## src/rtl/exec_sequencer_if.sv

```systemverilog
// Sequencer-facing bundle: fetch/load-store request handshakes, decoder controls, datapath strobes and status.
// The master side is the sequencer. The slave side is the decoder, bus adapters and datapath.
interface exec_sequencer_if;
    logic       ifu_req_valid;
    logic       ifu_req_ready;
    logic       ifu_resp_valid;
    logic       ir_wen;
    logic       dec_reg_wen;
    logic       dec_mem_ren;
    logic       dec_mem_wen;
    logic       dec_ebreak;
    logic       lsu_req_valid;
    logic       lsu_req_wen;
    logic       lsu_req_ready;
    logic       lsu_resp_valid;
    logic       mdr_wen;
    logic       rf_wen;
    logic       pc_wen;
    logic       commit;
    logic       halted;
    logic       bus_err;
    logic [3:0] state;

    modport master (
        output ifu_req_valid, ir_wen, lsu_req_valid, lsu_req_wen, mdr_wen,
               rf_wen, pc_wen, commit, halted, bus_err, state,
        input  ifu_req_ready, ifu_resp_valid, dec_reg_wen, dec_mem_ren,
               dec_mem_wen, dec_ebreak, lsu_req_ready, lsu_resp_valid
    );

    modport slave (
        input  ifu_req_valid, ir_wen, lsu_req_valid, lsu_req_wen, mdr_wen,
               rf_wen, pc_wen, commit, halted, bus_err, state,
        output ifu_req_ready, ifu_resp_valid, dec_reg_wen, dec_mem_ren,
               dec_mem_wen, dec_ebreak, lsu_req_ready, lsu_resp_valid
    );
endinterface

```

## src/rtl/exec_sequencer.sv

```systemverilog
// Multi-cycle fetch/exec/mem/write-back sequencer: 4 cycles ALU, 6 cycles load/store at zero wait; requests held until ready.
// WAIT states time out to ERR after TIMEOUT_CYCLES silent cycles; SEQ_PERF_CNT_EN adds cycle/instret counters.
module exec_sequencer #(
    parameter int unsigned TIMEOUT_CYCLES = 255
) (
    input  logic             clk,
    input  logic             rst,
    exec_sequencer_if.master bus
`ifdef SEQ_PERF_CNT_EN
    ,
    output logic [63:0]      perf_cycle,
    output logic [63:0]      perf_instret
`endif
);

    localparam int CW = (TIMEOUT_CYCLES < 2) ? 1 : $clog2(TIMEOUT_CYCLES + 1);
    localparam logic [CW-1:0] TMO_LAST = (TIMEOUT_CYCLES == 0) ? '0 : CW'(TIMEOUT_CYCLES - 1);

    typedef enum logic [3:0] {
        S_IDLE     = 4'd0,
        S_IF_REQ   = 4'd1,
        S_IF_WAIT  = 4'd2,
        S_EXEC     = 4'd3,
        S_MEM_REQ  = 4'd4,
        S_MEM_WAIT = 4'd5,
        S_WB       = 4'd6,
        S_HALT     = 4'd7,
        S_ERR      = 4'd8
    } state_t;

    state_t        st;
    state_t        nxt;
    logic [CW-1:0] cnt;
    logic          cnt_clr;
    logic          cnt_inc;
    logic          tmo_hit;

    logic          reg_wen_q;
    logic          mem_ren_q;
    logic          mem_wen_q;
    logic          reg_wen_n;
    logic          mem_wen_n;

    logic          ifu_req_valid_q;
    logic          lsu_req_valid_q;
    logic          lsu_req_wen_q;
    logic          rf_wen_q;
    logic          wb_q;
    logic          halted_q;
    logic          bus_err_q;

    assign tmo_hit = (TIMEOUT_CYCLES != 0) && (cnt == TMO_LAST);

    // Decoder controls are live only in EXEC; elsewhere the latched copy is authoritative.
    assign reg_wen_n = (st == S_EXEC) ? bus.dec_reg_wen : reg_wen_q;
    assign mem_wen_n = (st == S_EXEC) ? bus.dec_mem_wen : mem_wen_q;

    always_comb begin
        nxt     = st;
        cnt_clr = 1'b0;
        cnt_inc = 1'b0;
        case (st)
            S_IDLE:    nxt = S_IF_REQ;
            S_IF_REQ: begin
                if (bus.ifu_req_ready) begin
                    nxt     = S_IF_WAIT;
                    cnt_clr = 1'b1;
                end
            end
            S_IF_WAIT: begin
                if (bus.ifu_resp_valid) nxt = S_EXEC;
                else if (tmo_hit)       nxt = S_ERR;
                else                    cnt_inc = 1'b1;
            end
            S_EXEC: begin
                if (bus.dec_ebreak)                         nxt = S_HALT;
                else if (bus.dec_mem_ren | bus.dec_mem_wen) nxt = S_MEM_REQ;
                else                                        nxt = S_WB;
            end
            S_MEM_REQ: begin
                if (bus.lsu_req_ready) begin
                    nxt     = S_MEM_WAIT;
                    cnt_clr = 1'b1;
                end
            end
            S_MEM_WAIT: begin
                if (bus.lsu_resp_valid) nxt = S_WB;
                else if (tmo_hit)       nxt = S_ERR;
                else                    cnt_inc = 1'b1;
            end
            S_WB:      nxt = S_IF_REQ;
            S_HALT:    nxt = S_HALT;
            S_ERR:     nxt = S_ERR;
            default:   nxt = S_IDLE;
        endcase
    end

    // Moore strobes are registered from the next state so they line up with st.
    always_ff @(posedge clk or posedge rst) begin
        if (rst) begin
            st              <= S_IDLE;
            cnt             <= '0;
            reg_wen_q       <= 1'b0;
            mem_ren_q       <= 1'b0;
            mem_wen_q       <= 1'b0;
            ifu_req_valid_q <= 1'b0;
            lsu_req_valid_q <= 1'b0;
            lsu_req_wen_q   <= 1'b0;
            rf_wen_q        <= 1'b0;
            wb_q            <= 1'b0;
            halted_q        <= 1'b0;
            bus_err_q       <= 1'b0;
        end else begin
            st <= nxt;
            if (cnt_clr)      cnt <= '0;
            else if (cnt_inc) cnt <= cnt + 1'b1;
            if (st == S_EXEC) begin
                reg_wen_q <= bus.dec_reg_wen;
                mem_ren_q <= bus.dec_mem_ren;
                mem_wen_q <= bus.dec_mem_wen;
            end
            ifu_req_valid_q <= (nxt == S_IF_REQ);
            lsu_req_valid_q <= (nxt == S_MEM_REQ);
            lsu_req_wen_q   <= (nxt == S_MEM_REQ) && mem_wen_n;
            rf_wen_q        <= (nxt == S_WB) && reg_wen_n;
            wb_q            <= (nxt == S_WB);
            halted_q        <= (nxt == S_HALT);
            bus_err_q       <= (nxt == S_ERR);
        end
    end

    assign bus.ifu_req_valid = ifu_req_valid_q;
    assign bus.lsu_req_valid = lsu_req_valid_q;
    assign bus.lsu_req_wen   = lsu_req_wen_q;
    assign bus.rf_wen        = rf_wen_q;
    assign bus.pc_wen        = wb_q;
    assign bus.commit        = wb_q;
    assign bus.halted        = halted_q;
    assign bus.bus_err       = bus_err_q;
    assign bus.state         = st;

    // Latch pulses are the only outputs that see a response combinationally.
    assign bus.ir_wen  = (st == S_IF_WAIT) && bus.ifu_resp_valid;
    assign bus.mdr_wen = (st == S_MEM_WAIT) && bus.lsu_resp_valid && mem_ren_q;

`ifdef SEQ_PERF_CNT_EN
    always_ff @(posedge clk or posedge rst) begin
        if (rst) begin
            perf_cycle   <= 64'd0;
            perf_instret <= 64'd0;
        end else begin
            if (st != S_IDLE && st != S_HALT && st != S_ERR) perf_cycle <= perf_cycle + 64'd1;
            if (wb_q) perf_instret <= perf_instret + 64'd1;
        end
    end
`endif

endmodule

```

## src/flat_wrapper.sv

```systemverilog
// flat-port wrapper written by rule: the top's interface ports become plain ports
module exec_sequencer_flat 
#(
    parameter int unsigned TIMEOUT_CYCLES = 255
)
  (clk, rst, bus_ifu_req_valid, bus_ir_wen, bus_lsu_req_valid, bus_lsu_req_wen, bus_mdr_wen, bus_rf_wen, bus_pc_wen, bus_commit, bus_halted, bus_bus_err, bus_state, bus_ifu_req_ready, bus_ifu_resp_valid, bus_dec_reg_wen, bus_dec_mem_ren, bus_dec_mem_wen, bus_dec_ebreak, bus_lsu_req_ready, bus_lsu_resp_valid);
  exec_sequencer_if bus_i ();
  input  logic clk;
  input  logic rst;
  output wire logic [$bits(bus_i.ifu_req_valid)-1:0] bus_ifu_req_valid;
  output wire logic [$bits(bus_i.ir_wen)-1:0] bus_ir_wen;
  output wire logic [$bits(bus_i.lsu_req_valid)-1:0] bus_lsu_req_valid;
  output wire logic [$bits(bus_i.lsu_req_wen)-1:0] bus_lsu_req_wen;
  output wire logic [$bits(bus_i.mdr_wen)-1:0] bus_mdr_wen;
  output wire logic [$bits(bus_i.rf_wen)-1:0] bus_rf_wen;
  output wire logic [$bits(bus_i.pc_wen)-1:0] bus_pc_wen;
  output wire logic [$bits(bus_i.commit)-1:0] bus_commit;
  output wire logic [$bits(bus_i.halted)-1:0] bus_halted;
  output wire logic [$bits(bus_i.bus_err)-1:0] bus_bus_err;
  output wire logic [$bits(bus_i.state)-1:0] bus_state;
  input wire logic [$bits(bus_i.ifu_req_ready)-1:0] bus_ifu_req_ready;
  input wire logic [$bits(bus_i.ifu_resp_valid)-1:0] bus_ifu_resp_valid;
  input wire logic [$bits(bus_i.dec_reg_wen)-1:0] bus_dec_reg_wen;
  input wire logic [$bits(bus_i.dec_mem_ren)-1:0] bus_dec_mem_ren;
  input wire logic [$bits(bus_i.dec_mem_wen)-1:0] bus_dec_mem_wen;
  input wire logic [$bits(bus_i.dec_ebreak)-1:0] bus_dec_ebreak;
  input wire logic [$bits(bus_i.lsu_req_ready)-1:0] bus_lsu_req_ready;
  input wire logic [$bits(bus_i.lsu_resp_valid)-1:0] bus_lsu_resp_valid;
  assign bus_ifu_req_valid = bus_i.ifu_req_valid;
  assign bus_ir_wen = bus_i.ir_wen;
  assign bus_lsu_req_valid = bus_i.lsu_req_valid;
  assign bus_lsu_req_wen = bus_i.lsu_req_wen;
  assign bus_mdr_wen = bus_i.mdr_wen;
  assign bus_rf_wen = bus_i.rf_wen;
  assign bus_pc_wen = bus_i.pc_wen;
  assign bus_commit = bus_i.commit;
  assign bus_halted = bus_i.halted;
  assign bus_bus_err = bus_i.bus_err;
  assign bus_state = bus_i.state;
  assign bus_i.ifu_req_ready = bus_ifu_req_ready;
  assign bus_i.ifu_resp_valid = bus_ifu_resp_valid;
  assign bus_i.dec_reg_wen = bus_dec_reg_wen;
  assign bus_i.dec_mem_ren = bus_dec_mem_ren;
  assign bus_i.dec_mem_wen = bus_dec_mem_wen;
  assign bus_i.dec_ebreak = bus_dec_ebreak;
  assign bus_i.lsu_req_ready = bus_lsu_req_ready;
  assign bus_i.lsu_resp_valid = bus_lsu_resp_valid;
  exec_sequencer #(.TIMEOUT_CYCLES(TIMEOUT_CYCLES)) u_core (.clk(clk), .rst(rst), .bus(bus_i));
endmodule
```

## config.mk

```make
export PLATFORM = sky130hd
export DESIGN_NAME = exec_sequencer_flat
export DESIGN_NICKNAME = d
export VERILOG_FILES = /design/src/rtl/exec_sequencer_if.sv /design/src/rtl/exec_sequencer.sv /design/src/flat_wrapper.sv
export SDC_FILE = /design/constraint.sdc
export NUM_CORES = 1
export LEC_CHECK = 0
export ABC_AREA = 0
export BUFFER_PORTS_ARGS = -buffer_cell sky130_fd_sc_hd__buf_2
export CORE_MARGIN = 2
export CORE_UTILIZATION = 54
export DETAILED_ROUTE_END_ITERATION = 8
export HOLD_SLACK_MARGIN = 0.02
export PLACE_DENSITY = 0.86
export SETUP_SLACK_MARGIN = 0.5
export SYNTH_ARGS = -nofsm -noshare
export SYNTH_HDL_FRONTEND = slang
export SYNTH_SLANG_ARGS = --single-unit
```

## constraint.sdc

```tcl
create_clock -name clk -period 2 [get_ports clk]
set_input_delay 0.1 -clock clk [delete_from_list [all_inputs] [get_ports clk]]
set_output_delay 0.1 -clock clk [all_outputs]
set_load 0.03 [all_outputs]
```

After elaboration in Yosys (flattened, before gate mapping). Cells that the tools add are included. W data, S select, Z words.

Bits in registers: 22. Bits of input ports: 10. Output and inout bits: 14. Logic and storage cells: 55.

Add/subtract/negate cells: 1. Eq/ne operators: 14. Muxes and demuxes: 19. Bitwise operators: 1. Reductions and logical operators: 8.

Operators with widths (count): $pmux W4 S8 (1); $eq A4 B3 Y1 const B (7); $mux W4 (6); $mux W8 (2); $add A8 B1 Y8 const B (1); $eq A4 B1 Y1 const B (2); $eq A4 B2 Y1 const B (2); $eq A4 B4 Y1 const B (2); $eq A8 B8 Y1 const B (1); $mux W1 (7); $logic_and A1 B1 Y1 (5); $logic_not A4 Y1 (1); $pmux W1 S2 (2); $mux W2 (1); $reduce_bool A2 Y1 (1); $reduce_or A2 Y1 (1); $or A1 B1 Y1 (1).

Longest topological paths before layout.
Depth after elaboration: 6. Gate-level depth with buffers: 7. Mapped depth without buffers: 7.

Least setup slack after synthesis. OpenSTA, ideal clock, no wires.

Path type: register to register. Start: register u_core.st[0] (netlist: u_core.bus.state[0]). End: register u_core.cnt[5]. Library setup time: 0.078 ns. Data arrival time: 1.661 ns. Required time: 1.922 ns. Setup slack: 0.260 ns. Stages on the path, launching flop included: 6. Buffers on the path: 1. Clock period less this slack: 1.740 ns. Cells stage by stage: dfrtp_1 > buf_6 > nor4b_4 > o221ai_2 > or3_1 > a21oi_1.

Word-level cells in the longest chain between the ends: 3. Elaborated cells between the ends (all ways): 8. Classes of those cells: eq/ne: 4; mux: 3; reduce/logical: 1.

Ends and longest elaborated chain: start: declaration (RTL line exec_sequencer.sv:31) `state_t st;`; start signal: assignment (RTL line exec_sequencer.sv:114) `st <= nxt;`; $eq A4 B3 Y1 (tied with other cells) (RTL line exec_sequencer.sv:62) `case (st)`; $pmux W1 S2 (RTL line exec_sequencer.sv:62); $mux W8 / $reduce_bool A2 Y1 (equally long branches); end signal: assignment (RTL line exec_sequencer.sv:116) `else if (cnt_inc) cnt <= cnt + 1'b1;`; end: declaration (RTL line exec_sequencer.sv:33) `logic [CW-1:0] cnt;`.

Several ways; a longest one is shown, not always the timed one. A chain may end at the register's enable or synchronous reset.

Worst setup path after layout.
Start: register u_core.st[2] (netlist: u_core.bus.state[2]). End: register u_core.cnt[7].

The elaborated chain is that of the path after synthesis.

==> impl_metrics.yaml <==
placed_design:
  port_buffers: 23
  dp_hpwl_mm: 1.93
  gp_congestion: 0.826
yosys:
  synth_edf_count: 0
  synth-seq-cells: 22
  synth_top_family_by_area: "simple AND/OR/NAND/NOR gates"
  ys.flop_type: "dfrtp_1"
  synth_xor_area_frac: 0.00691
  synth_compound_area_frac: 0.186
  avgSynthCellArea_um2: 10.6
  netlist_area_um2: 1270
  async_flop_share: 1.00
  yosysSeqAreaShare: 0.434
  synthesis.nets: 132
  synthAdderAreaFrac: 0.0197
  synth_cells: 120
  synth-simple-area-share: 0.274
  yosys_warnings: 0
  muxShareOfSynthArea: 0.0326
  synthDistinctLibCells: 48
critical_path:
  worstPathRequired_ps: 2230
  cp_max_fo: 7
  end_kind: "flop"
  critPathArrivalTime_ps: 1980
  r2r-start: "u_core.bus.state[2]$_DFF_PP0_"
  r2r_end: "u_core.cnt[7]$_DFFE_PP0P_"
  worstSetupPathType: "reg -> reg"
  worstRegToRegCells: 6
  critPathLaunchType: "flop"
  r2r_slack_ps: 250
cts:
  clkTransAtPathRegs_ps: 140
  root_buffer: "clkbuf_4"
  cts_tree: "done"
  cts_max_level: 1
  clockBufferDepth: 2
  insertion_delay_ps: 320
  cts_buffers: 3
  cts.sinks: 22
sta:
  maxSlewHeadroom: 0.445
  drv_slew: 0
  min_period_ps: 1750
  setup-violations-final: 0
  min_period_over_period: 0.874
  clock_skew_ps: 13.2
  hold_viol: 0
  fmaxAchievable_mhz: 572
  totalNegativeSetupSlack_ps: 0
  rsz0062_at_grt: "true"
  worstMarginPinSlew_ps: 831
route:
  drc: 0
  avgRoutedWirePerCell_um: 21.8
  dr.first_iter.drc_count: 52
  via_per_inst: 6.54
  num_vias: 1314
  ant_nets: 0
  dr.pass1.iters: 4
  drt_wl_total_mm: 4.39
worst_hold_path:
  hold_end: "u_core.reg_wen_q$_DFF_PP0_"
  min_from: "bus_dec_reg_wen"
  hold_class: "in -> reg"
  min_path_cells: 3
global_route:
  grt_max_degree: 23
  grt_pass1_wl_mm: 5.28
  grt_antenna_before_repair: 0
  grt_use_total: 0.267
  grt_pass1_vias: 1107
  overflow: 0
cells_and_area:
  fillCellCount: 100
  diodes: 0
  final_nets: 186
  syn_to_final_growth_pct: 51.4
  layout-drive-gt1-share: 0.595
run_status:
  outcome: "complete, no violations"
die:
  initial_utilization: 0.573
  row_count: 17
  io_pins: 24
  die_y_um: 52.4
  die_x_um: 52.4
  die_area_um2: 2750
  coreArea_um2: 2210
power_and_ir_drop:
  p_leak_nw: 0.849
  pwr_density_cell_nw_per_um2: 1540
  finalPower_w: 0.00296
  max-vdd-ir-drop_mv: 1.34
flow_run:
  cap_violations: 0
-- cell usage in the layout, fill, tap and decap left out, types with 4 or more instances in the layout --
cell type / count
dfrtp_2: 7
dfrtp_1: 15
buf_2: 22
a21oi_2: 6
buf_4: 22
inv_1: 7
nor2_1: 6
o21ai_0: 6
clkbuf_4: 4
or3_1: 5
-- cell type report --
type | count | area [um^2] | share of cell area
flip-flops and latches | 22 | 559 | 0.291
well taps | 28 | 35.0 | 0.0183
multi-input cells | 87 | 880 | 0.458
clock buffers | 4 | 36.3 | 0.0189
inverters | 8 | 32.5 | 0.0169
repair buffers | 52 | 377 | 0.196
-- report_power, final --
part	internal, W	switching (W)
registers	0.000589	0.000109
logic	0.000906	0.00110
clock network	0.000111	0.000146
-- registers in the layout (all words and copies together) (netlist names) --
signal and cells:
u_core.reg_wen_q 1, u_core.bus.rf_wen 1, u_core.bus.state 4, u_core.bus.lsu_req_valid 1, u_core.bus.bus_err 1, u_core.bus.lsu_req_wen 1
u_core.bus.commit 1, u_core.bus.halted 1, u_core.mem_ren_q 1, u_core.mem_wen_q 1, u_core.bus.ifu_req_valid 1, u_core.cnt 8
-- cells by family (layout without fill, tap and decap cells) --
group | after synthesis | after routing
compound gates | 30 | 31
mux | 4 | 4
simple gates | 49 | 49
buf+inv | 12 | 64
xor+xnor | 1 | 1
fa+ha+maj | 2 | 2
flops | 22 | 22
-- cells in the mapped netlist (2+ instances only) --
cell type	number	area, um^2
nor3b_1	2	15.0
and3_1	2	12.5
ha_1	2	25.0
nand3b_1	2	15.0
nand4_1	2	12.5
or3_1	5	31.3
nor4_1	3	18.8
a21oi_1	8	40.0
mux2i_1	3	30.0
o21ai_0	6	30.0
nor2_1	6	22.5
and2_1	2	12.5
dfrtp_1	22	551
nand2_1	5	18.8
and4bb_1	2	25.0
o211a_1	2	20.0
nand2b_1	3	18.8
inv_1	7	26.3
buf_2	2	10.0
nand3_1	5	25.0
o41ai_1	2	17.5
-- per-layer routing --
metal,GRT usage,vias up,wire length [um]
li1,-,561,-
met1,0.354,646,1620
met2,0.450,77,2290
met3,0.0400,30,227
met4,0.0812,0,251
met5,0,-,0
-- stage by stage --
stage | setup WS (ps) | utilization | instances | hold WS, ps | area [um^2]
4_1_cts | 365 | 0.744 | 186 | 20.6 | 1650
3_5_place_dp | 320 | 0.641 | 167 | 311 | 1420
6_report | 253 | 0.868 | 201 | 41.6 | 1920
5_1_grt | 192 | 0.868 | 201 | 41.3 | 1920
3_3_place_gp | 368 | 0.641 | 167 | 274 | 1420
2_1_floorplan | 411 | - | 120 | 88.9 | 1310
-- how the worst max path moves through the flow --
stage / from / endpoint / depth (start not counted) / slack [ps]
floorplan: u_core.bus.state[0]$_DFF_PP0_ / u_core.cnt[3]$_DFFE_PP0P_ / 5 / 410
global placement: u_core.cnt[0]$_DFFE_PP0P_ / u_core.bus.halted$_DFF_PP0_ / 7 / 370
detailed placement: u_core.cnt[0]$_DFFE_PP0P_ / u_core.bus.halted$_DFF_PP0_ / 7 / 320
CTS: u_core.bus.state[2]$_DFF_PP0_ / u_core.cnt[6]$_DFFE_PP0P_ / 6 / 360
global route: u_core.bus.state[2]$_DFF_PP0_ / u_core.cnt[7]$_DFFE_PP0P_ / 6 / 190
finish: u_core.bus.state[2]$_DFF_PP0_ / u_core.cnt[7]$_DFFE_PP0P_ / 6 / 250
-- critical path, cell delays in order (launching register included) --
cell      delay (ps)
dfrtp_2          440
buf_6            140
nor4b_4          270
buf_4            180
o221ai_4         120
or3_1            330
a21oi_1          180
-- what timing repair did --
action	in CTS	in global routing
hold buffers	2	0
pin swaps	4	9
buffers inserted	12	15
gates resized for setup	15	35
endpoints found under the hold margin	23	0
gates cloned	1	0
endpoints found under the setup margin	18	21
Power figures use the tool's default switching activity.
